[src/rtl/pipeline_ctrl.sv]
// Five-stage pipeline sequencing controller: per-latch advance/bubble/hold decisions,
// sticky halt and saturating stall/flush counters.
//
// state  | meaning
// RUN    | normal issue; hazards resolved combinationally each cycle
// DWAIT  | data memory miss outstanding; pipeline frozen until dhit
// HALTED | HALT retired; everything frozen until nRST
module pipeline_ctrl #(
  parameter int CNT_W = 32
) (
  input  logic             CLK,
  input  logic             nRST,
  input  logic             ihit,
  input  logic             dhit,
  input  logic             memdren,
  input  logic             memdwen,
  input  logic             memhalt,
  input  logic             exbranch,
  input  logic             exload,
  input  logic [4:0]       exwsel,
  input  logic [4:0]       idrs,
  input  logic [4:0]       idrt,
  output logic             pcW,
  output logic             ifidW,
  output logic             ifidRST,
  output logic             idexW,
  output logic             idexRST,
  output logic             exmemW,
  output logic             exmemRST,
  output logic             memwbW,
  output logic             memwbRST,
  output logic             halt,
  output logic [CNT_W-1:0] stall_cnt,
  output logic [CNT_W-1:0] flush_cnt
);

  typedef enum logic [1:0] {RUN, DWAIT, HALTED} state_t;

  localparam logic [CNT_W-1:0] CNT_ONE = CNT_W'(1);

  state_t state, state_next;
  logic   dpend, luh;
  logic   do_up, do_rel, flush_evt, stall_evt;

  assign dpend = memdren | memdwen;
  assign luh   = exload && (exwsel != 5'd0) && ((exwsel == idrs) || (exwsel == idrt));

  always_ff @(posedge CLK or negedge nRST) begin
    if (!nRST) state <= RUN;
    else       state <= state_next;
  end

  always_comb begin
    state_next = state;
    case (state)
      RUN: begin
        if (memhalt)            state_next = HALTED;
        else if (dpend && !dhit) state_next = DWAIT;
      end
      DWAIT:   if (dhit) state_next = RUN;
      HALTED:  state_next = HALTED;
      default: state_next = RUN;
    endcase
  end

  always_comb begin
    pcW = 1'b0; ifidW = 1'b0; ifidRST = 1'b0; idexW = 1'b0; idexRST = 1'b0;
    exmemW = 1'b0; exmemRST = 1'b0; memwbW = 1'b0; memwbRST = 1'b0;
    do_up = 1'b0; do_rel = 1'b0; flush_evt = 1'b0;
    if (!nRST) begin
      ifidRST = 1'b1; idexRST = 1'b1; exmemRST = 1'b1; memwbRST = 1'b1;
    end else begin
      case (state)
        RUN: begin
          if (memhalt)    memwbW = 1'b1;
          else if (dpend) do_rel = dhit;
          else            do_up  = 1'b1;
        end
        DWAIT:   do_rel = dhit;
        default: ;
      endcase
      // Without ihit the released data op must not re-issue, so EX/MEM is bubbled.
      if (do_rel) begin
        memwbW = 1'b1;
        if (ihit) do_up = 1'b1;
        else      exmemRST = 1'b1;
      end
      if (do_up) begin
        if (exbranch) begin
          if (ihit) begin
            pcW = 1'b1; ifidRST = 1'b1; idexRST = 1'b1;
            exmemW = 1'b1; memwbW = 1'b1; flush_evt = 1'b1;
          end
        end else if (luh || !ihit) begin
          idexRST = 1'b1; exmemW = 1'b1; memwbW = 1'b1;
        end else begin
          pcW = 1'b1; ifidW = 1'b1; idexW = 1'b1; exmemW = 1'b1; memwbW = 1'b1;
        end
      end
    end
  end

  assign stall_evt = (state != HALTED) && !pcW;

  always_ff @(posedge CLK or negedge nRST) begin
    if (!nRST) begin
      halt      <= 1'b0;
      stall_cnt <= '0;
      flush_cnt <= '0;
    end else begin
      if (state == RUN && memhalt) halt <= 1'b1;
      if (stall_evt && stall_cnt != '1) stall_cnt <= stall_cnt + CNT_ONE;
      if (flush_evt && flush_cnt != '1) flush_cnt <= flush_cnt + CNT_ONE;
    end
  end

endmodule
[config.mk]
export PLATFORM = sky130hd
export DESIGN_NAME = pipeline_ctrl
export DESIGN_NICKNAME = d
export VERILOG_FILES = /design/src/rtl/pipeline_ctrl.sv
export SDC_FILE = /design/constraint.sdc
export NUM_CORES = 1
export LEC_CHECK = 0
export CAP_MARGIN = 20
export CORE_UTILIZATION = 30
export CTS_CLUSTER_SIZE = 24
export DETAILED_ROUTE_END_ITERATION = 7
export PLACE_DENSITY = 0.56
export SLEW_MARGIN = 20
export SYNTH_ARGS = -nofsm -noshare
export SYNTH_HDL_FRONTEND = slang
export SYNTH_SLANG_ARGS = --single-unit
[constraint.sdc]
create_clock -name CLK -period 3 [get_ports CLK]
set_input_delay 0.75 -clock CLK [delete_from_list [all_inputs] [get_ports CLK]]
set_output_delay 0.75 -clock CLK [all_outputs]
set_load 0.03 [all_outputs]
Yosys cells after proc, flatten, opt, wreduce, memory -nomap -nowiden
Cells that the tools add are included.

word-level totals
  flip-flop bits (word level) = 67
  output and inout port bits = 74
  word-level logic and storage cells = 75

operators by class
  add/subtract/negate cells = 2
  equality and inequality tests = 9
  mux-type cells = 44
  bitwise operators = 1
  reduce and logical (&&, ||, !) cells = 15

operator list
  kind                     number
  $add A32 B1 Y32 const B  2
  $ne A32 B32 Y1 const B   2
  $mux W1                  39
  $eq A5 B5 Y1             2
  $logic_and A1 B1 Y1      7
  $mux W2                  3
  $pmux W2 S3              1
  $reduce_bool A5 Y1       1
  $ne A2 B2 Y1 const B     2
  $logic_not A1 Y1         3
  $ne A3 B3 Y1 const B     1
  $eq A2 B1 Y1 const B     1
  $eq A2 B2 Y1 const B     1
  $logic_not A2 Y1         1
  $logic_or A1 B1 Y1       2
  $pmux W1 S2              1
  $reduce_and A2 Y1        1
  $or A1 B1 Y1             1

Longest topological paths before layout
Gate-level depths: netlist of run 1.

  depth in word-level cells = 12
  mapped depth = 9
  gate-level depth less buffers = 7

Least setup slack after synthesis of run 1
OpenSTA, ideal clock, no wires.

  kind = input -> output
  start = input port memdwen
  end = output port ifidW
  data arrival time = 2,486 ps
  path slack = -236 ps
  stages = 5
  path through = or2_1 > nor4_4 > o211ai_1 > nor3_1 > buf_4

on the way
  longest elaborated chain between the ends = 9
  elaborated cells on any way between the ends = 13
  classes of those cells = 12 x mux; 1 x bitwise

RTL lines
  element                                 line    source
  from (decl)                             16      input logic memdwen,
  $or A1 B1 Y1 *                          45      assign dpend = memdren | memdwen;
  $mux W1                                 76      else if (dpend) do_rel = dhit;
  $mux W1                                 75      if (memhalt) memwbW = 1'b1;
  $pmux W1 S2 or $mux W1 (tied branches)  73      case (state)
  $mux W1, on equally long branches       70, 85
  $mux W1 *                               83      if (do_rel) begin
  $mux W1 *                               70      if (!nRST) begin
  $mux W1 * (2 in series)                 --
  to (decl)                               24      output logic ifidW,

Every way passes the cells marked *; elsewhere a longest branch is shown, timed or not. The select of a mux whose other input is x is not followed.

Worst setup path after layout of run 1
  start = input port exwsel[1]
  end = output port ifidW

on the way
  longest elaborated chain between the ends = 8
  elaborated cells on any way between the ends = 11
  classes of those cells = 2 x eq/ne; 4 x mux; 5 x reduce/logical

RTL lines
  element                                                    line  source
  from (decl)                                                20    input logic [4:0] exwsel,
  $eq A5 B5 Y1 or $reduce_bool A5 Y1 (tied branches)         46    assign luh = exload && (exwsel != 5'd0) && ((exwsel == idrs) || (exwsel == idrt));
  $logic_or A1 B1 Y1 or $logic_and A1 B1 Y1 (tied branches)  46
  $logic_and A1 B1 Y1 *                                      46
  $logic_or A1 B1 Y1 *                                       94    end else if (luh || !ihit) begin
  $mux W1 *                                                  94
  $mux W1 *                                                  89    if (exbranch) begin
  $mux W1 *                                                  88    if (do_up) begin
  $mux W1 *                                                  70

Every way passes the cells marked *; elsewhere a longest branch is shown, timed or not.

==> results by group, run 1 <==
Status
  – Status: completed

STA
  – Achievable Freq: 336.9 MHz
  – Tmin final: 2.968 ns
  – # setup viols final: 0
  – Worst clock skew: 0.008518 ns
  – Setup WS post-layout: 0.03156 ns
  – Pins Over Slew Limit: 0
  – Slew Limit Headroom: 0.5853
  – Final hold violation count: 0
  – Least-Margin Pin Slew: 0.6221 ns
  – Unrepaired setup endpoints after global routing: true
  – Worst Hold Slack: 0.2978 ns
  – Crit share post-route: 0.9895

Yosys
  – Synth Area per Inst: 10.32 sq um
  – Post-synthesis sequential area ratio: 0.4781
  – Post-Syn Area: 3507 sq um
  – Synthesized Nets: 366
  – Gate Count Post-Synth: 340
  – Post-synth EDFFs: 0
  – Synth unique cells: 47
  – Yosys warns: 0
  – FF+latch count, synth: 67
  – Post-synth top flop: dfrtp_1
  – Asr flop ratio synth: 1.000

Routing
  – Post-route ant nets: 0
  – Drt first pass iters: 6
  – DRT iter0 DRCs: 84
  – DRC errors left: 0
  – Per-cell routed wire length: 14.36 um
  – DR vias: 2921
  – Final wirelength: 8.719 mm
  – DR vias/cell: 4.812

Clock tree
  – Worst-Skew Late Latency: 0.34 ns
  – Clock root cell: clkbuf_16
  – Total CTS buffers: 9
  – CTS max path bufs: 2
  – Clk sinks: 67
  – Htree depth: 3
  – CTS tree: built
  – Clock slew at reported path FFs: 0.05 ns

Min path
  – Hold crit path type: input pin to async pin

Layout
  – Final std cells w/o fill: 607
  – Nets: 485
  – Fillers: 1113
  – Share of cells above drive strength 1: 0.1401
  – Final core utilization: 0.4524
  – Ant diodes: 0
  – Layout area overhead: 47.31%

GRT
  – Most Used Layer, Global Route: met2
  – Gr usage total: 0.1552
  – First-pass GRT wire length: 14.27 mm
  – Met2 Resource Use GR: 0.2393
  – Grt met3 use: 0.05115
  – GR Util met1: 0.1920
  – Largest net degree at the start of global routing: 33
  – Initial antenna violation count: 0
  – Remaining Overflow, GRT: 0
  – Number of global-route vias before repair: 2838

Placement
  – GPL Wtd Cong: 0.7928
  – I/O Buffers: 97
  – Setup slack at placement: -0.2318 ns
  – HPWL Detailed: 6.224 mm
  – Placed cells: 589

Critical path
  – CP Max Fanout: 3
  – Worst-path cell chain: dlygate4sd2_1 > or4_4 > o21ai_4 > nor2_4 > nor3_2 > buf_4
  – Worst reg2reg path depth: 7
  – WS Path Type: input pin to primary output
  – Crit-path max cell delay: 0.53 ns
  – R2R Setup Slk: 0.62 ns
  – CP endpoint kind: primary output
  – Worst Path Arrival: 2.22 ns
  – Critical-path top delay cell: or4_4
  – Setup crit start kind: input pin
  – Worst Path Required: 2.25 ns

Floorplanning
  – Core ar.: 11420 sq um
  – Initial Util: 0.3071
  – DIE HEIGHT: 110.1 um
  – Die width: 110.1 um
  – Number of top-level pins: 98
  – Die area: 12130 sq um
  – Num rows: 39

Power
  – PwrDens: 473.5 nW/um^2
  – Peak VDD IR: 0.2292 mV
  – LEAKAGE: 0.002356 uW

Job
  – Max-cap viol count: 0
-- stage by stage --
stage / cell area, sq um / total power (uW) / setup TNS [ns]
finish: 5166 / 2446 / 0
global route: 5166 / 2539 / -0.07619
CTS: 5154 / 2485 / 0
detailed placement: 4736 / 1130 / -0.8412
global placement: 4736 / 1129 / -0.5961
floorplan: 3512 / 1018 / 0
-- cells in the mapped netlist (2+ instances only) --
master	instances	area (sq um)
inv_1	9	33.78
dfrtp_1	67	1677
xor2_1	54	473.0
and3_1	8	50.05
nor4_1	3	18.77
nand4_1	16	100.1
and4_1	6	52.55
nor3_1	26	130.1
nand3_1	22	110.1
nor2_1	27	101.4
nand2b_1	4	25.02
nand2_1	27	101.4
nor4_4	2	42.54
xnor2_1	18	157.7
nor3b_1	3	22.52
a21oi_1	5	25.02
o31ai_1	2	15.01
buf_2	5	25.02
ha_1	2	25.02
nor4b_2	3	45.04
and2_1	5	31.28
-- flip-flops by register name, summed over array words and instances, names as in the netlist --
name       cells
stall_cnt     32
halt           1
flush_cnt     32
state          2
-- worst max-delay path, delay by kind of cell --
kind	cells	cell delay, ns
AO/OA/AOI/OAI	1	0.19
buffers and inverters	2	0.47
AND/OR/NAND/NOR	3	0.80
-- per-layer routing --
metal	wire length [um]	vias to the layer above
met3	639	13
met5	0	-
met2	3999	84
li1	-	1426
met1	3878	1398
met4	201	0
-- worst paths after layout --
kind,start,endpoint
max,exwsel[1],ifidW
min,nRST,state[1]$_DFFE_PN0P_
max reg2reg,stall_cnt[0]$_DFFE_PN0P_,stall_cnt[23]$_DFFE_PN0P_
min reg2reg,halt$_DFFE_PN0P_,halt$_DFFE_PN0P_
max in group asynchronous,nRST,flush_cnt[20]$_DFFE_PN0P_
min in group CLK,halt$_DFFE_PN0P_,halt$_DFFE_PN0P_
-- layout make-up --
class | instances | area [sq um] | share of cell area
clock inverters | 4 | 120.1 | 0.02325
repair buffers | 114 | 1081 | 0.2093
flip-flops and latches | 67 | 1677 | 0.3245
multi-input cells | 258 | 1819 | 0.3521
well taps | 143 | 178.9 | 0.03463
clock buffers | 12 | 256.5 | 0.04965
inverters | 9 | 33.78 | 0.006539
-- kinds of logic after synthesis --
group / count (synthesis) / synth area share
xor+xnor: 72 / 0.1798
simple gates: 164 / 0.2708
buf+inv: 15 / 0.01891
fa+ha+maj: 2 / 0.007134
mux: 2 / 0.006421
flops: 67 / 0.4781
compound gates: 18 / 0.03888
-- power breakdown --
group          switching (uW)  leakage (uW)  internal, uW  total, uW
clock network             387      0.000183           942       1330
logic                    99.2       0.00126          81.2        180
registers                18.8      0.000915           918        937
-- layout by cell type, fill, tap and decap left out, types with 4 or more instances in the layout --
cell / n
a21oi_1: 4
and2_1: 5
and3_1: 8
and4_1: 6
buf_4: 24
bufinv_16: 4
clkbuf_16: 9
clkdlybuf4s50_1: 80
dfrtp_1: 67
dlygate4sd2_1: 6
inv_1: 9
nand2_1: 27
nand2b_1: 4
nand3_1: 22
nand4_1: 16
nor2_1: 26
nor3_1: 23
nor3_2: 4
xnor2_1: 18
xor2_1: 54
-- repair_timing --
item                       in CTS  in global routing
hold buffers                    0                  0
pin swaps                       7                  0
setup endpoints to repair       5                  6
setup buffers                   2                  0
resized for setup              17                  3
No activity file was read; power rests on OpenSTA's default activity.
==> inputs of run 2 (changes only) <==
CORE_UTILIZATION = 44   (was 30)
PLACE_DENSITY = 0.79   (was 0.56)
clock period = 2.5 ns   (was 3 ns; I/O delays follow)
==> results by group, run 2 (same netlist as run 1, synthesis figures left out) <==
Clock tree
  – Hold Buf Count CTS: 0
  – Clock root cell: clkbuf_8
  – Htree depth: 3
  – Total CTS buffers: 9
  – Clock slew at reported path FFs: 0.07 ns
  – CTS max path bufs: 2
  – Clk sinks: 67
  – CTS tree: built
  – Worst-Skew Late Latency: 0.34 ns

STA
  – Achievable Freq: 393.3 MHz
  – Worst Hold Slack: 0.1202 ns
  – # setup viols final: 3
  – Setup WS post-layout: -0.04253 ns
  – Slew Limit Headroom: 0.6263
  – Unrepaired setup endpoints after global routing: true
  – Crit share post-route: 1.017
  – Pins Over Slew Limit: 0
  – Final hold violation count: 0
  – Least-Margin Pin Slew: 0.5606 ns
  – Tmin final: 2.543 ns
  – Worst clock skew: 0.009648 ns

Routing
  – Per-cell routed wire length: 14.67 um
  – Final wirelength: 8.521 mm
  – DRC errors left: 0
  – DR vias/cell: 5.225
  – DRT iter0 DRCs: 84
  – Drt first pass iters: 4
  – Post-route ant nets: 0
  – DR vias: 3036

Power
  – LEAKAGE: 0.002370 uW
  – Sw frac: 0.2353
  – Clock Power Share: 0.434
  – Seq pwr share: 0.474
  – Gate power share: 0.092
  – Design Power: 2368 uW
  – Peak VDD IR: 0.2512 mV
  – PwrDens: 465.0 nW/um^2
  – Cell Int Power: 1811 uW
  – Psw: 557.0 uW

Floorplanning
  – Die area: 8332 sq um
  – Initial Util: 0.4539
  – Num rows: 32
  – Number of top-level pins: 98
  – DIE HEIGHT: 91.28 um
  – Core ar.: 7727 sq um
  – Die width: 91.28 um

Placement
  – HPWL Detailed: 6.187 mm
  – I/O Buffers: 97
  – GPL Wtd Cong: 0.8378

Layout
  – Layout area overhead: 45.17%
  – Largest regs: flush_cnt: 32 flops, stall_cnt: 32 flops, state: 2 flops
  – Nets: 500
  – Most frequent cells in the layout: clkdlybuf4s50_1 (68), dfrtp_1 (65), xor2_1 (52), buf_4 (36), nand2_1 (27)
  – Commonest non-fill, non-tap cell in the layout: clkdlybuf4s50_1
  – Final core utilization: 0.6588
  – Fillers: 593
  – Share of cells above drive strength 1: 0.1962
  – Ant diodes: 0

Critical path
  – Worst Path Arrival: 1.92 ns
  – R2R Setup Slk: 0.18 ns
  – Worst-path cell chain: buf_6 > or4_4 > o21ai_4 > nor2_4 > nor3_4 > buf_6
  – CP Max Fanout: 3
  – Crit-path max cell delay: 0.54 ns
  – CP top delay family: simple AND/OR/NAND/NOR gates
  – Critical-path top delay cell: or4_4
  – WS Path Type: input pin to primary output
  – CP endpoint kind: primary output
  – Setup crit start kind: input pin
  – Worst reg2reg path depth: 8
  – Worst Path Required: 1.88 ns
  – Cell mode on critical path: buf_6
  – R2R Path End: flush_cnt[23]$_DFFE_PN0P_
  – Number of buffers and inverters on the critical path: 2
  – RR Startpoint: state[1]$_DFFE_PN0P_

GRT
  – Remaining Overflow, GRT: 0
  – Largest net degree at the start of global routing: 47
  – Gr usage total: 0.2170
  – First-pass GRT wire length: 14.39 mm
  – Number of global-route vias before repair: 2949
  – Initial antenna violation count: 0

Min path
  – Hold crit path type: input pin to async pin

Job
  – Max-cap viol count: 0

Status
  – Violated checks: negative setup slack
  – Status: finished, violations left
==> run 2: cell count changes in the layout (fill, tap and decap cells not counted), sizes merged <==
cell	previous run	this run
clkinvlp	0	1
clkdlybuf4s15	1	0
bufinv	4	2
clkinv	0	1
dlygate4sd2	6	11
buf	26	46
clkdlybuf4s50	80	68
clkbuf	12	15
==> run 2: power groups by stage <==
stage | logic, uW | clock network, uW | registers (uW)
finish | 217 | 1030 | 1120
global route | 238 | 1090 | 1120
CTS | 215 | 1050 | 1120
detailed placement | 216 | 0 | 1140
global placement | 211 | 0 | 1140
floorplan | 49.7 | 0 | 1170
==> run 2: layout make-up <==
class,count,area (sq um),area share
clock buffers,12,155.1,0.03047
flip-flops and latches,67,1679,0.3298
clock inverters,4,72.57,0.01425
well taps,102,127.6,0.02507
inverters,9,33.78,0.006636
multi-input cells,258,1852,0.3637
repair buffers,129,1171,0.2300
==> run 2: worst max-delay path by stage <==
stage,cells after the start,from,slack (ns),end
after global placement,7,exwsel[2],-0.37,idexRST
after detailed placement,6,exwsel[2],-0.42,ifidW
after global routing,6,exwsel[3],-0.07,idexW
after floorplan,5,memdwen,-0.19,ifidW
final,6,exwsel[3],-0.04,ifidW
after CTS,6,exwsel[3],-0.07,ifidW
==> run 2: layer usage <==
metal  track usage  up-vias  wire (um)
met3       0.05444       14        474
met2        0.3592       87       4198
met4       0.07937        0        144
met1        0.2749     1479       3704
met5             0        -          0
li1              -     1456          -
==> run 2: metrics by stage <==
step           setup slack [ns]  cell area, sq um  cells  setup TNS, ns
3_5_place_dp            -0.4152              4771    558         -15.24
2_1_floorplan           -0.1880              3523    340        -0.1972
5_1_grt                -0.06857              5091    581        -0.2417
6_report               -0.04253              5091    581       -0.09394
4_1_cts                -0.07497              5034    579        -0.1947
3_3_place_gp            -0.3657              4771    558         -11.37
==> run 2: what timing repair did <==
action	CTS	global route
gates resized for setup	44	17
setup buffers	5	2
cloned	0	0
setup endpoints to repair	8	8
pin swaps	20	13
